`config.mk`:
```
export PLATFORM = sky130hd
export DESIGN_NAME = pipe_tracker
export DESIGN_NICKNAME = d
export VERILOG_FILES = /design/src/rtl/pipe_pkg.sv /design/src/rtl/pipe_tracker_sat_counter.sv /design/src/rtl/pipe_tracker.sv
export SDC_FILE = /design/constraint.sdc
export NUM_CORES = 1
export LEC_CHECK = 0
export BUFFER_PORTS_ARGS = -buffer_cell sky130_fd_sc_hd__clkbuf_2
export CAP_MARGIN = 30
export CORE_ASPECT_RATIO = 0.6
export CORE_MARGIN = 2
export CORE_UTILIZATION = 35
export CTS_CLUSTER_DIAMETER = 30
export CTS_CLUSTER_SIZE = 20
export DETAILED_ROUTE_END_ITERATION = 6
export HOLD_SLACK_MARGIN = 0.12
export PLACE_DENSITY = 0.6
export SLEW_MARGIN = 40
export SYNTH_ARGS = -nofsm -noshare
export SYNTH_HDL_FRONTEND = slang
export SYNTH_SLANG_ARGS = --single-unit
```
`constraint.sdc`:
```
create_clock -name clock -period 1.7 [get_ports clock]
set_clock_uncertainty 0.15 [all_clocks]
set_input_delay 0.34 -clock clock [delete_from_list [all_inputs] [get_ports clock]]
set_output_delay 0.34 -clock clock [all_outputs]
set_load 0.01 [all_outputs]
```
`src/rtl/pipe_pkg.sv`:
```
// Shared definitions for the pipe_tracker instruction pipeline.
// Holds the STOP opcode, the instruction field positions and the bubble
// constant used by the tracker. The field decode covers the low 8 bits of
// an instruction; wider instructions carry extra payload above bit 7.
// Ports: none (package).
package pipe_pkg;

    localparam int          FIELD_W  = 8;        // bits covered by the decode
    localparam int          REG_W    = 2;        // register index width
    localparam int          OP_W     = 4;        // opcode width
    localparam int          DEST_LSB = 6;        // [7:6] dest / src1
    localparam int          SRC2_LSB = 4;        // [5:4] src2
    localparam int          OP_LSB   = 0;        // [3:0] opcode
    localparam logic [3:0]  STOP_OP  = 4'b0001;

    // Per-stage control bits. A bubble has both cleared and a zero instruction.
    typedef struct packed {
        logic valid;
        logic wr;
    } stage_ctl_t;

    localparam stage_ctl_t  BUBBLE_CTL   = '{valid: 1'b0, wr: 1'b0};
    localparam logic [FIELD_W-1:0] BUBBLE_INSTR = '0;

    function automatic logic [REG_W-1:0] dest_of(input logic [FIELD_W-1:0] instr);
        return instr[DEST_LSB +: REG_W];
    endfunction

    function automatic logic [REG_W-1:0] src2_of(input logic [FIELD_W-1:0] instr);
        return instr[SRC2_LSB +: REG_W];
    endfunction

    function automatic logic [OP_W-1:0] op_of(input logic [FIELD_W-1:0] instr);
        return instr[OP_LSB +: OP_W];
    endfunction

endpackage

```
`src/rtl/pipe_tracker_sat_counter.sv`:
```
// Saturating up-counter used for the pipe_tracker performance counters.
// Ports:
//   clock - rising-edge clock
//   reset - synchronous, active-low; clears the count
//   inc   - add one this cycle (ignored once the count is all-ones)
//   count - current count value
module sat_counter #(
    parameter int CW = 16
) (
    input  logic          clock,
    input  logic          reset,
    input  logic          inc,
    output logic [CW-1:0] count
);

    logic [CW-1:0] count_q;
    logic [CW-1:0] count_d;

    always_comb begin
        count_d = count_q;
        if (inc && (count_q != {CW{1'b1}})) begin
            count_d = count_q + 1'b1;
        end
    end

    always_ff @(posedge clock) begin
        if (!reset) begin
            count_q <= '0;
        end else begin
            count_q <= count_d;
        end
    end

    assign count = count_q;

endmodule

```
`src/rtl/pipe_tracker.sv`:
```
// In-order instruction pipeline tracker with RAW hazard stalls, flush,
// STOP-triggered halt and saturating performance counters.
// Ports:
//   clock, reset              - rising-edge clock, synchronous active-low reset
//   fetch_valid/instr/wr      - instruction offered at the fetch side
//   flush                     - kill the instructions in stages 0 and 1
//   fetch_ready               - offered instruction is accepted this cycle
//   stage_instr/stage_valid   - flattened stage registers and valid bits
//   hazard                    - RAW hazard holding stage 1 this cycle
//   halted                    - a STOP instruction has retired
//   cycle/retire/stall_count  - saturating performance counters
module pipe_tracker
    import pipe_pkg::*;
#(
    parameter int STAGES = 4,
    parameter int IW     = 8,
    parameter int CW     = 16
) (
    input  logic                 clock,
    input  logic                 reset,
    input  logic                 fetch_valid,
    input  logic [IW-1:0]        fetch_instr,
    input  logic                 fetch_wr,
    input  logic                 flush,
    output logic                 fetch_ready,
    output logic [STAGES*IW-1:0] stage_instr,
    output logic [STAGES-1:0]    stage_valid,
    output logic                 hazard,
    output logic                 halted,
    output logic [CW-1:0]        cycle_count,
    output logic [CW-1:0]        retire_count,
    output logic [CW-1:0]        stall_count
);

    localparam int LAST = STAGES - 1;

    logic [IW-1:0] instr_q [STAGES];
    logic [IW-1:0] instr_d [STAGES];
    stage_ctl_t    ctl_q   [STAGES];
    stage_ctl_t    ctl_d   [STAGES];
    logic          halted_q;
    logic          halted_d;

    logic          stop_in_flight;
    logic          accept;
    logic          retire_inc;
    logic          cycle_inc;
    logic          stall_inc;

    // Stage 1 reads dest/src1 and src2; any older valid writer of either
    // register forces a stall since results are never bypassed.
    always_comb begin
        hazard = 1'b0;
        if (ctl_q[1].valid) begin
            for (int j = 2; j < STAGES; j++) begin
                if (ctl_q[j].valid && ctl_q[j].wr &&
                    ((dest_of(instr_q[j][FIELD_W-1:0]) == dest_of(instr_q[1][FIELD_W-1:0])) ||
                     (dest_of(instr_q[j][FIELD_W-1:0]) == src2_of(instr_q[1][FIELD_W-1:0])))) begin
                    hazard = 1'b1;
                end
            end
        end
    end

    // A STOP anywhere in the pipe blocks further fetches so that nothing
    // younger than it can retire after the halt.
    always_comb begin
        stop_in_flight = 1'b0;
        for (int k = 0; k < STAGES; k++) begin
            if (ctl_q[k].valid && (op_of(instr_q[k][FIELD_W-1:0]) == STOP_OP)) begin
                stop_in_flight = 1'b1;
            end
        end
    end

    assign fetch_ready = !halted_q && !hazard && !flush && !stop_in_flight;
    assign accept      = fetch_valid && fetch_ready;

    // Stage advance: flush wins over hazard; halted freezes everything.
    always_comb begin
        instr_d  = instr_q;
        ctl_d    = ctl_q;
        halted_d = halted_q;
        if (!halted_q) begin
            for (int k = 2; k < STAGES; k++) begin
                instr_d[k] = instr_q[k-1];
                ctl_d[k]   = ctl_q[k-1];
            end
            if (flush) begin
                instr_d[0] = IW'(BUBBLE_INSTR);
                ctl_d[0]   = BUBBLE_CTL;
                instr_d[1] = IW'(BUBBLE_INSTR);
                ctl_d[1]   = BUBBLE_CTL;
            end else if (hazard) begin
                // Stages 0 and 1 hold (defaults); a bubble enters behind them.
                instr_d[0] = instr_q[0];
                ctl_d[0]   = ctl_q[0];
                instr_d[1] = instr_q[1];
                ctl_d[1]   = ctl_q[1];
                instr_d[2] = IW'(BUBBLE_INSTR);
                ctl_d[2]   = BUBBLE_CTL;
            end else begin
                instr_d[1] = instr_q[0];
                ctl_d[1]   = ctl_q[0];
                if (accept) begin
                    instr_d[0] = fetch_instr;
                    ctl_d[0]   = '{valid: 1'b1, wr: fetch_wr};
                end else begin
                    instr_d[0] = IW'(BUBBLE_INSTR);
                    ctl_d[0]   = BUBBLE_CTL;
                end
            end
            if (ctl_q[LAST].valid && (op_of(instr_q[LAST][FIELD_W-1:0]) == STOP_OP)) begin
                halted_d = 1'b1;
            end
        end
    end

    always_ff @(posedge clock) begin
        if (!reset) begin
            for (int k = 0; k < STAGES; k++) begin
                instr_q[k] <= IW'(BUBBLE_INSTR);
                ctl_q[k]   <= BUBBLE_CTL;
            end
            halted_q <= 1'b0;
        end else begin
            instr_q  <= instr_d;
            ctl_q    <= ctl_d;
            halted_q <= halted_d;
        end
    end

    always_comb begin
        stage_instr = '0;
        stage_valid = '0;
        for (int k = 0; k < STAGES; k++) begin
            stage_instr[k*IW +: IW] = instr_q[k];
            stage_valid[k]          = ctl_q[k].valid;
        end
    end

    assign halted     = halted_q;
    assign cycle_inc  = !halted_q;
    assign retire_inc = !halted_q && ctl_q[LAST].valid;
    assign stall_inc  = !halted_q && hazard && !flush;

    sat_counter #(.CW(CW)) u_cycle_cnt (
        .clock (clock),
        .reset (reset),
        .inc   (cycle_inc),
        .count (cycle_count)
    );

    sat_counter #(.CW(CW)) u_retire_cnt (
        .clock (clock),
        .reset (reset),
        .inc   (retire_inc),
        .count (retire_count)
    );

    sat_counter #(.CW(CW)) u_stall_cnt (
        .clock (clock),
        .reset (reset),
        .inc   (stall_inc),
        .count (stall_count)
    );

endmodule

```
Word level (Yosys, flattened, before mapping)
Cells that the tools add are included.

Mux-type cells: 19. Add/subtract/negate cells: 3. Reduce and logical (&&, ||, !) cells: 25. Bitwise operators: 1. Eq/ne operators: 12.

Operators with widths (count): $add 16x1->16 const B (3); $ne 16x16->1 const B (3); $mux 16 (2); $mux 8 (3); $logic_and 1x1->1 (18); $eq 4x1->1 const B (4); $mux 1 (9); $eq 2x2->1 (4); $mux 4 (2); $mux 2 (3); $logic_not 1->1 (4); $logic_or 1x1->1 (2); $ne 2x2->1 const B (1); $reduce_and 2->1 (1); $not 1->1 (1).

Bits in registers: 89.

Longest topological paths before layout
Gate-level depths: netlist of run 1.

Word-level depth: 14. Depth in mapped cells: 6.

Hierarchy
From an unflattened synthesis of run 1, not the netlist that was laid out.

Cells, all modules: 478. Area total of the unflattened synthesis: 4225.3 um^2.

By module, submodules not included: sat_counter (cells each 97, area each 837.1 um^2, sequential area each 320.3 um^2, instances 3); pipe_tracker (cells each 187, area each 1714.1 um^2, sequential area each 820.8 um^2, instances 1).

Worst setup path before layout of run 1
Ideal clock, no wire load.

Kind: register to register. From: register u_stall_cnt.count_q[0] (netlist: u_stall_cnt.count[0]). To: register u_stall_cnt.count_q[0] (netlist: u_stall_cnt.count[0]). Period minus slack after synthesis: 1.876 ns. Arrival: 1.602 ns. Data required time: 1.426 ns. Stages on the path, launching flop included: 7. Setup slack: -0.176 ns. Path buffers: 0. Cells stage by stage: dfxtp_1 ha_1 and3_1 nand4_1 o21ai_0 nor2_1 mux2i_1.

Word-level cells in the longest chain between the ends: 2.

Ends and longest elaborated chain: start, declared (line pipe_tracker_sat_counter.sv:16) `logic [CW-1:0] count_q;`; start signal, assigned (line pipe_tracker_sat_counter.sv:30) `count_q <= count_d;`; branches (longest 2 deep; another with $add 16x1->16).

Parallel ways; which one is timed is not known. A chain may end at the register's enable or synchronous reset.

Worst setup path after layout of run 1
From: register instr_q (netlist bit stage_instr[31]). To: output hazard.

Word-level cells in the longest chain between the ends: 5.

Ends and longest elaborated chain: start, declared (line pipe_tracker.sv:37) `logic [IW-1:0] instr_q [STAGES];`; start signal, assigned by index (line pipe_tracker.sv:122) `instr_q[k] <= IW'(BUBBLE_INSTR);`; start signal, assigned (line pipe_tracker.sv:127) `instr_q <= instr_d;`; $eq 2x2->1, on equally long branches (line pipe_tracker.sv:57, pipe_tracker.sv:58); $logic_or 1x1->1 * (line pipe_tracker.sv:57) `((dest_of(instr_q[j][FIELD_W-1:0]) == dest_of(instr_q[1][FIELD_W-1:0])) ||`; $logic_and 1x1->1 * (line pipe_tracker.sv:56) `if (ctl_q[j].valid && ctl_q[j].wr &&`; $mux 1 * (line pipe_tracker.sv:56); $mux 1 * (line pipe_tracker.sv:54) `if (ctl_q[1].valid) begin`; end, declared (line pipe_tracker.sv:28) `output logic hazard,`.

Mark *: on every way between the ends. The rest lies on a longest branch, timed or not.

==> run summary, run 1 <==
DR vias/cell -> 5.04
Crit-path cells -> xnor2_2 > a22oi_2 > o22a_4 > inv_4 > buf_6
Slew Limit Headroom -> 74.0%
XOR/XNOR Fraction of Synth Area -> 7.09%
Setup TNS -> -5.92 ns
Syn_area_per_cell -> 8.84 um^2
Root Driver -> clkbuf_16
DRC -> 0
Total number of yosys warnings -> 0
Number of I/O pins -> 100
RSZ-0062 raised after global routing -> true
Clk buf depth -> 2
Core ar. -> 11300 um^2
Mapped Cells -> 461
Min Tclk post-route -> 2.04 ns
Synth cell types -> 52
Max IR drop VDD -> 0.000478 V
Actual slew at the worst max-slew pin -> 0.387 ns
Congestion Overflow GR -> 0
GRT Overall Usage -> 20.2%
Worst-Skew Late Latency -> 0.34 ns
1st-pass router iterations -> 5
CTS H-tree lvls -> 3
Final period util -> 120%
Crit-path slowest cell -> dfxtp_4
Die Wd -> 143 um
Lkg Pwr -> 0.00266 uW
Total Power -> 4470 uW
Crit path DAT -> 1.55 ns
Clk slew on worst S/H paths -> 0.06 ns
Status -> finished, violations left
Post-Layout Inst Area -> 6460 um^2
Synth Area in Compound Gates -> 13.0%
Power Density -> 692 nW/um^2
Antenna-violating nets left -> 0
Antenna diodes -> 0
CTS tree -> yes
Synth Area in Simple Gates -> 27.2%
Setup violators final -> 39
First-pass GRT wire length -> 19800 um
FMAX -> 489 MHz
Largest family of logic cells by synthesized area -> simple AND/OR/NAND/NOR gates
Vias in the first global route -> 3799
Port Buffers -> 99
DP Wirelength -> 9440 um
Initial antenna violation count -> 0
Largest net degree at the start of global routing -> 33
Sequential-to-total area share from yosys stat -> 43.7%
EDFF count, synth -> 0
Type of origin of the critical path -> register
Failing checks -> setup timing
Synthesis-stage register bit count -> 89
Iter 0 DRT Violations -> 245
CP endpoint kind -> primary output
Via Count -> 4248
Initial Util -> 36.0%
Post-DR wirelength/cell -> 15.3 um
Nets -> 694
Fraction of the mapped netlist area in adder cells -> 0.921%
Post-Syn Nets -> 477
Fraction of layout cells with a size suffix above 1 -> 47.0%
Final WL -> 12900 um
Critical path required time -> 1.21 ns
Post-placement cell area -> 5590 um^2
Max FO, Critical Path -> 3
Crit-path max cell delay -> 0.37 ns
Most common flop cell mapped by yosys -> dfxtp_1
Max-slew violation count -> 0
Max-cap violation count -> 0
# rows -> 30
Synthesized cell area -> 4080 um^2
DIE AREA -> 12600 um^2
Syn-to-layout area delta -> 58.4%
Clock Sinks -> 89
Final Hold Viols -> 0
Die Y-Extent -> 87.6 um
Hold WC Path Type -> primary input to register
Routability Congestion -> 0.824
PnR worst setup slack -> -0.344 ns
Num CTS Buffers -> 9
Async S/R FF share, synth -> 0%
Critical path type -> register to primary output
Post-synthesis mux area share -> 4.67%
==> stage by stage <==
stage	setup slack [ns]	utilization [%]	std cells	hold slack (ns)
2_1_floorplan	-0.00775	-	461	0.295
3_3_place_gp	-0.128	49.3	806	0.315
3_5_place_dp	-0.194	49.3	806	0.326
4_1_cts	-0.382	55.1	837	0.183
5_1_grt	-0.398	57.0	843	0.223
6_report	-0.344	57.0	843	0.191
==> critical path, delay by kind of cell, from the launching register on <==
kind,cells,cell delay [ns]
compound gates,2,0.56
xor+xnor,1,0.13
buf+inv,2,0.16
flops,1,0.37
==> layer usage <==
metal  global-route usage (%)  up-vias  routed length [um]
met5                        0        -                   0
met4                     4.55        0                  84
met3                     4.43       10                 922
met2                     28.3      131                5270
met1                     31.3     2007                6650
li1                         -     2100                   -
==> cell usage after synthesis (4+ instances only) <==
library cell,n,area share [%]
o21ai_0,19,2.3
and4_1,7,1.5
nor2b_1,6,0.92
a21oi_1,11,1.4
xor2_1,16,3.4
nand2_1,57,5.2
nor3_1,10,1.2
buf_4,4,0.74
clkbuf_1,12,1.1
nor2_1,47,4.3
nor4_1,8,1.2
mux2i_1,19,4.7
xnor2_1,17,3.7
or4_1,5,0.92
nand2b_1,6,0.92
o22ai_1,11,1.7
inv_1,6,0.55
nand3b_1,4,0.74
and3_1,8,1.2
dfxtp_1,89,44
nand4_1,13,2.0
nand3_1,27,3.3
o2bb2ai_1,9,1.9
o31ai_1,4,0.74
==> sequential cells by signal, indices dropped and copies added (netlist names) <==
| signal | cells |
|---|---|
| stage_instr | 32 |
| u_cycle_cnt.count | 16 |
| u_retire_cnt.count | 16 |
| u_stall_cnt.count | 16 |
| ctl_q | 4 |
| stage_valid | 4 |
| halted | 1 |
==> placed cells by master (no fill, tap or decap), types with 3 or more instances in the layout <==
cell type | netlist | layout
buf_4 | 4 | 110
xnor2_2 | 0 | 5
nand2b_1 | 6 | 6
nor4_4 | 0 | 6
nand4_1 | 13 | 13
nor4_2 | 3 | 3
clkbuf_16 | 0 | 11
a21oi_1 | 11 | 6
dfxtp_4 | 0 | 7
nand2_2 | 0 | 4
xor2_1 | 16 | 16
nand3_1 | 27 | 24
dfxtp_1 | 89 | 67
dfxtp_2 | 0 | 15
nor3_1 | 10 | 6
mux2i_1 | 19 | 19
nor2_4 | 1 | 3
nand2_1 | 57 | 53
o211ai_1 | 3 | 3
clkbuf_2 | 0 | 97
o22ai_1 | 11 | 11
o31ai_1 | 4 | 4
xnor2_1 | 17 | 12
buf_12 | 0 | 5
o21ai_0 | 19 | 16
inv_1 | 6 | 5
o21ai_1 | 0 | 3
dlygate4sd3_1 | 0 | 8
and4_1 | 7 | 5
clkbuf_8 | 1 | 3
o2bb2ai_1 | 9 | 9
nor2_1 | 47 | 43
a21oi_2 | 0 | 5
or4_4 | 0 | 4
and3_1 | 8 | 7
nand3b_1 | 4 | 4
buf_6 | 1 | 8
nor3_2 | 0 | 3
nor2b_1 | 6 | 5
==> power breakdown <==
part	leakage, uW	switching, uW	internal, uW
registers	0.000731	14.7	2090
logic	0.00176	128	109
clock network	0.000165	830	1290
==> worst paths after layout <==
kind | start | end | slack [ns] | cells past startpoint
setup / recovery | stage_instr[31] | hazard | -0.34 | 5
hold / removal | fetch_wr | ctl_q[6] | 0.19 | 3
hold reg to reg | ctl_q[6] | ctl_q[6] | 0.35 | 2
setup reg to reg | stage_instr[30] | u_stall_cnt.count[4] | -0.27 | 6
==> timing repair <==
action                                  in CTS  in global routing
gates cloned                                 0                  1
endpoints found under the setup margin      48                 70
hold endpoints to repair                     8                  0
hold buffers                                 8                  0
pin swaps                                   16                 20
resized for setup                           39                 52
setup buffers                                8                  6
==> cell families (layout without fill, tap and decap cells) <==
logic type,after synthesis,after routing
AOI/OAI and AO/OA,76,76
xor gates and xnor gates,33,33
adders and majority gates,3,3
buffers and inverters,28,250
DFF,89,89
muxes,19,19
and+or+nand+nor,213,213
==> layout make-up <==
| class | instances | area, um^2 |
|---|---|---|
| Tap cell | 160 | 200 |
| Clock buffer | 14 | 317 |
| Multi-Input combinational cell | 344 | 2490 |
| Sequential cell | 89 | 1830 |
| Fill cell | 1030 | 4880 |
| Inverter | 6 | 25.0 |
| Clock inverter | 2 | 13.8 |
| Timing Repair Buffer | 228 | 1580 |
(Power assumes the default switching activity.)
==> run 2, diff against run 1 <==
PLACE_DENSITY = not set   (was 0.6)
PLACE_DENSITY_LB_ADDON = 0.25   (was not set)
==> run 2 against run 1 <==
  * The run still ends with setup timing left
  * Sequential share of layout area is 1.2 points lower
  * Critical endpoint unchanged
  * Via count is 1.5% higher
  * Maximum frequency is 1.1% lower
  * Global-route usage is 0.86 points higher
  * Total power is 0.39% lower
  * Combinational power is 14% higher
  * Sequential power hardly changed
  * First-iteration DRC count is 1.2% lower
==> run summary, run 2 (synthesis results as in run 1) <==
Kind of cell adding the most delay to the critical path -> compound AO/OA/AOI/OAI gates
FF-to-FF setup slack -> -0.28 ns (about the same)
Type of origin of the critical path -> register
Syn-to-layout area delta -> 66.5%
Crit-path max cell delay -> 0.37 ns (about the same)
Die Wd -> 143 um (unchanged)
Seq pwr share -> 47.3% (about the same)
Lkg Pwr -> 0.00281 uW (+5.6%)
Commonest non-fill, non-tap cell in the layout -> buf_4
Status -> finished, violations left
Hold EP -> ctl_q[6]
Final period util -> 122% (+1.4 points)
Power Density -> 655 nW/um^2 (-5.2%)
R2R depth -> 8 (+2)
DIE AREA -> 12600 um^2 (unchanged)
Via Count -> 4310 (+1.5%)
Nets -> 707 (+1.9%)
Final core utilization -> 59.9% (+2.9 points)
Port Buffers -> 99 (unchanged)
Final Hold Viols -> 0 (unchanged)
Max-cap violation count -> 0 (unchanged)
Crit-path slowest cell -> dfxtp_4
Clk buf depth -> 2 (unchanged)
Largest net degree at the start of global routing -> 40 (+21%)
Setup violators final -> 46 (+18%)
Root Driver -> clkbuf_16
Vias in the first global route -> 4123 (+8.5%)
Total Power -> 4450 uW (-0.39%)
R2r endpoint -> u_stall_cnt.count[9]
Worst-Skew Late Latency -> 0.34 ns (about the same)
Max IR drop VDD -> 0.000441 V (-7.7%)
Die Y-Extent -> 87.6 um (unchanged)
Antenna-violating nets left -> 0 (unchanged)
Critical path type -> register to primary output
Antenna diodes -> 0 (unchanged)
Max FFs per register -> 32 (unchanged)
Max FO, Critical Path -> 5 (+2)
Iter 0 DRT Violations -> 242 (-1.2%)
Commonest non-fill, non-tap cells in the layout -> buf_4 (112), clkbuf_2 (97), dfxtp_1 (59)
Crit path DAT -> 1.58 ns (+0.03 ns)
Clock Power Share -> 46.6% (-0.9 points)
Congestion Overflow GR -> 0 (unchanged)
Failing checks -> setup timing
Critical path origin -> stage_instr[31]
Finished Layout Cells -> 856 (+1.5%)
Num CTS Buffers -> 9 (unchanged)
Critical path required time -> 1.21 ns (about the same)
WHS Path Cells -> 3 (unchanged)
Core ar. -> 11300 um^2 (unchanged)
Post-DR wirelength/cell -> 15.6 um (+1.7%)
Routability Congestion -> 0.857 (+4.1%)
Switching Fraction -> 22.2% (+0.46 points)
Final WL -> 13300 um (+3.2%)
# rows -> 30 (unchanged)
Cells after DPL -> 811 (+0.62%)
FMAX -> 484 MHz (-1.1%)
DP Wirelength -> 9190 um (-2.7%)
DR vias/cell -> 5.04 (about the same)
Logic pwr share -> 6.1% (+0.8 points)
PnR worst setup slack -> -0.368 ns (-0.0238 ns)
Hold_ws -> 0.202 ns (+0.0119 ns)
Actual slew at the worst max-slew pin -> 0.495 ns (+0.108 ns)
Hold Startpoint -> fetch_wr
DRC -> 0 (unchanged)
1st-pass router iterations -> 4 (-1)
Initial antenna violation count -> 0 (unchanged)
Origin of the critical flop-to-flop path -> stage_instr[13]
Slew Limit Headroom -> 66.7% (-7.3 points)
CP endpoint kind -> primary output
Post-Layout Inst Area -> 6790 um^2 (+5.1%)
Crit-path cells -> xnor2_2 > a22oi_2 > o22a_4 > inv_4 > buf_6
Fraction of layout cells with a size suffix above 1 -> 51.4% (+4.4 points)
Initial Util -> 36.0% (unchanged)
Max-slew violation count -> 0 (unchanged)
First-pass GRT wire length -> 20800 um (+5.0%)
CP Buf/Inv Count -> 2 (unchanged)
Clk slew on worst S/H paths -> 0.07 ns (about the same)
GRT Overall Usage -> 21.0% (+0.86 points)
Clock Sinks -> 89 (unchanged)
Hold WC Path Type -> primary input to register
CTS H-tree lvls -> 3 (unchanged)
Post-placement cell area -> 5630 um^2 (+0.67%)
RSZ-0062 raised after global routing -> true
Number of I/O pins -> 100 (unchanged)
Switch Pwr -> 989 uW (+1.7%)
Internal -> 3460 uW (-0.97%)
CTS tree -> yes
Min Tclk post-route -> 2.07 ns (+0.0238 ns)
-- run 2: cell types whose count changed in the layout (fill, tap and decap cells not counted), moves of 6 or more --
cell	delta
o21ai_0	-9
o22ai_1	-8
dfxtp_1	-8
o22ai_2	+7
buf_6	+7
dfxtp_2	+6
o21ai_2	+10
-- run 2: worst max-delay path by stage --
stage,end,depth (start not counted),slack (ns)
3_5_place_dp,u_stall_cnt.count[4],5,-0.19
4_1_cts,fetch_ready,6,-0.39
2_1_floorplan,u_stall_cnt.count[5],6,-0.008
6_report,hazard,5,-0.37
3_3_place_gp,hazard,5,-0.11
5_1_grt,hazard,5,-0.41
-- run 2: per-layer routing --
metal	vias to the layer above	global-route usage, %	part of all wire [%]
met3	4	4.65	4.7
li1	2133	-	-
met5	-	0	0
met1	2074	30.5	50
met2	99	32.3	45
met4	0	4.72	0.31
-- run 2: repair_timing --
action                     CTS  global route
buffers inserted            12            11
setup endpoints to repair   57            69
pin swaps                   22            38
gates resized for setup     60            89
hold buffers                 8             0
hold endpoints to repair     8             0
cloned                       5             1
-- run 2: metrics by stage --
step                      setup slack [ns]  TNS [ns]
after floorplan                   -0.00775  -0.00775
after global placement              -0.114     -1.60
after CTS                           -0.393     -4.97
after detailed placement            -0.189     -2.55
after global routing                -0.414    -10.62
final                               -0.368     -7.24
-- run 2: final cells by class --
type,count,area [um^2]
clock inverters,3,45.0
well taps,160,200
repair buffers,240,1740
clock buffers,13,262
flip-flops and latches,89,1840
fillers,974,4550
inverters,6,25.0
multi-input cells,345,2680
-- run 2: tightest hold or removal path, delay by kind of cell --
family	cells	cell delay, ns
AO/OA/AOI/OAI	1	0.11
buffers and inverters	1	0.09
AND/OR/NAND/NOR	1	0.12
-- run 2: power by group through the flow --
stage | combinational (uW) | sequential, uW | clock, uW
4_1_cts | 253 | 2110 | 2110
6_report | 270 | 2110 | 2070
3_3_place_gp | 211 | 2150 | 0
2_1_floorplan | 95.2 | 2170 | 0
5_1_grt | 291 | 2110 | 2200
3_5_place_dp | 214 | 2160 | 0
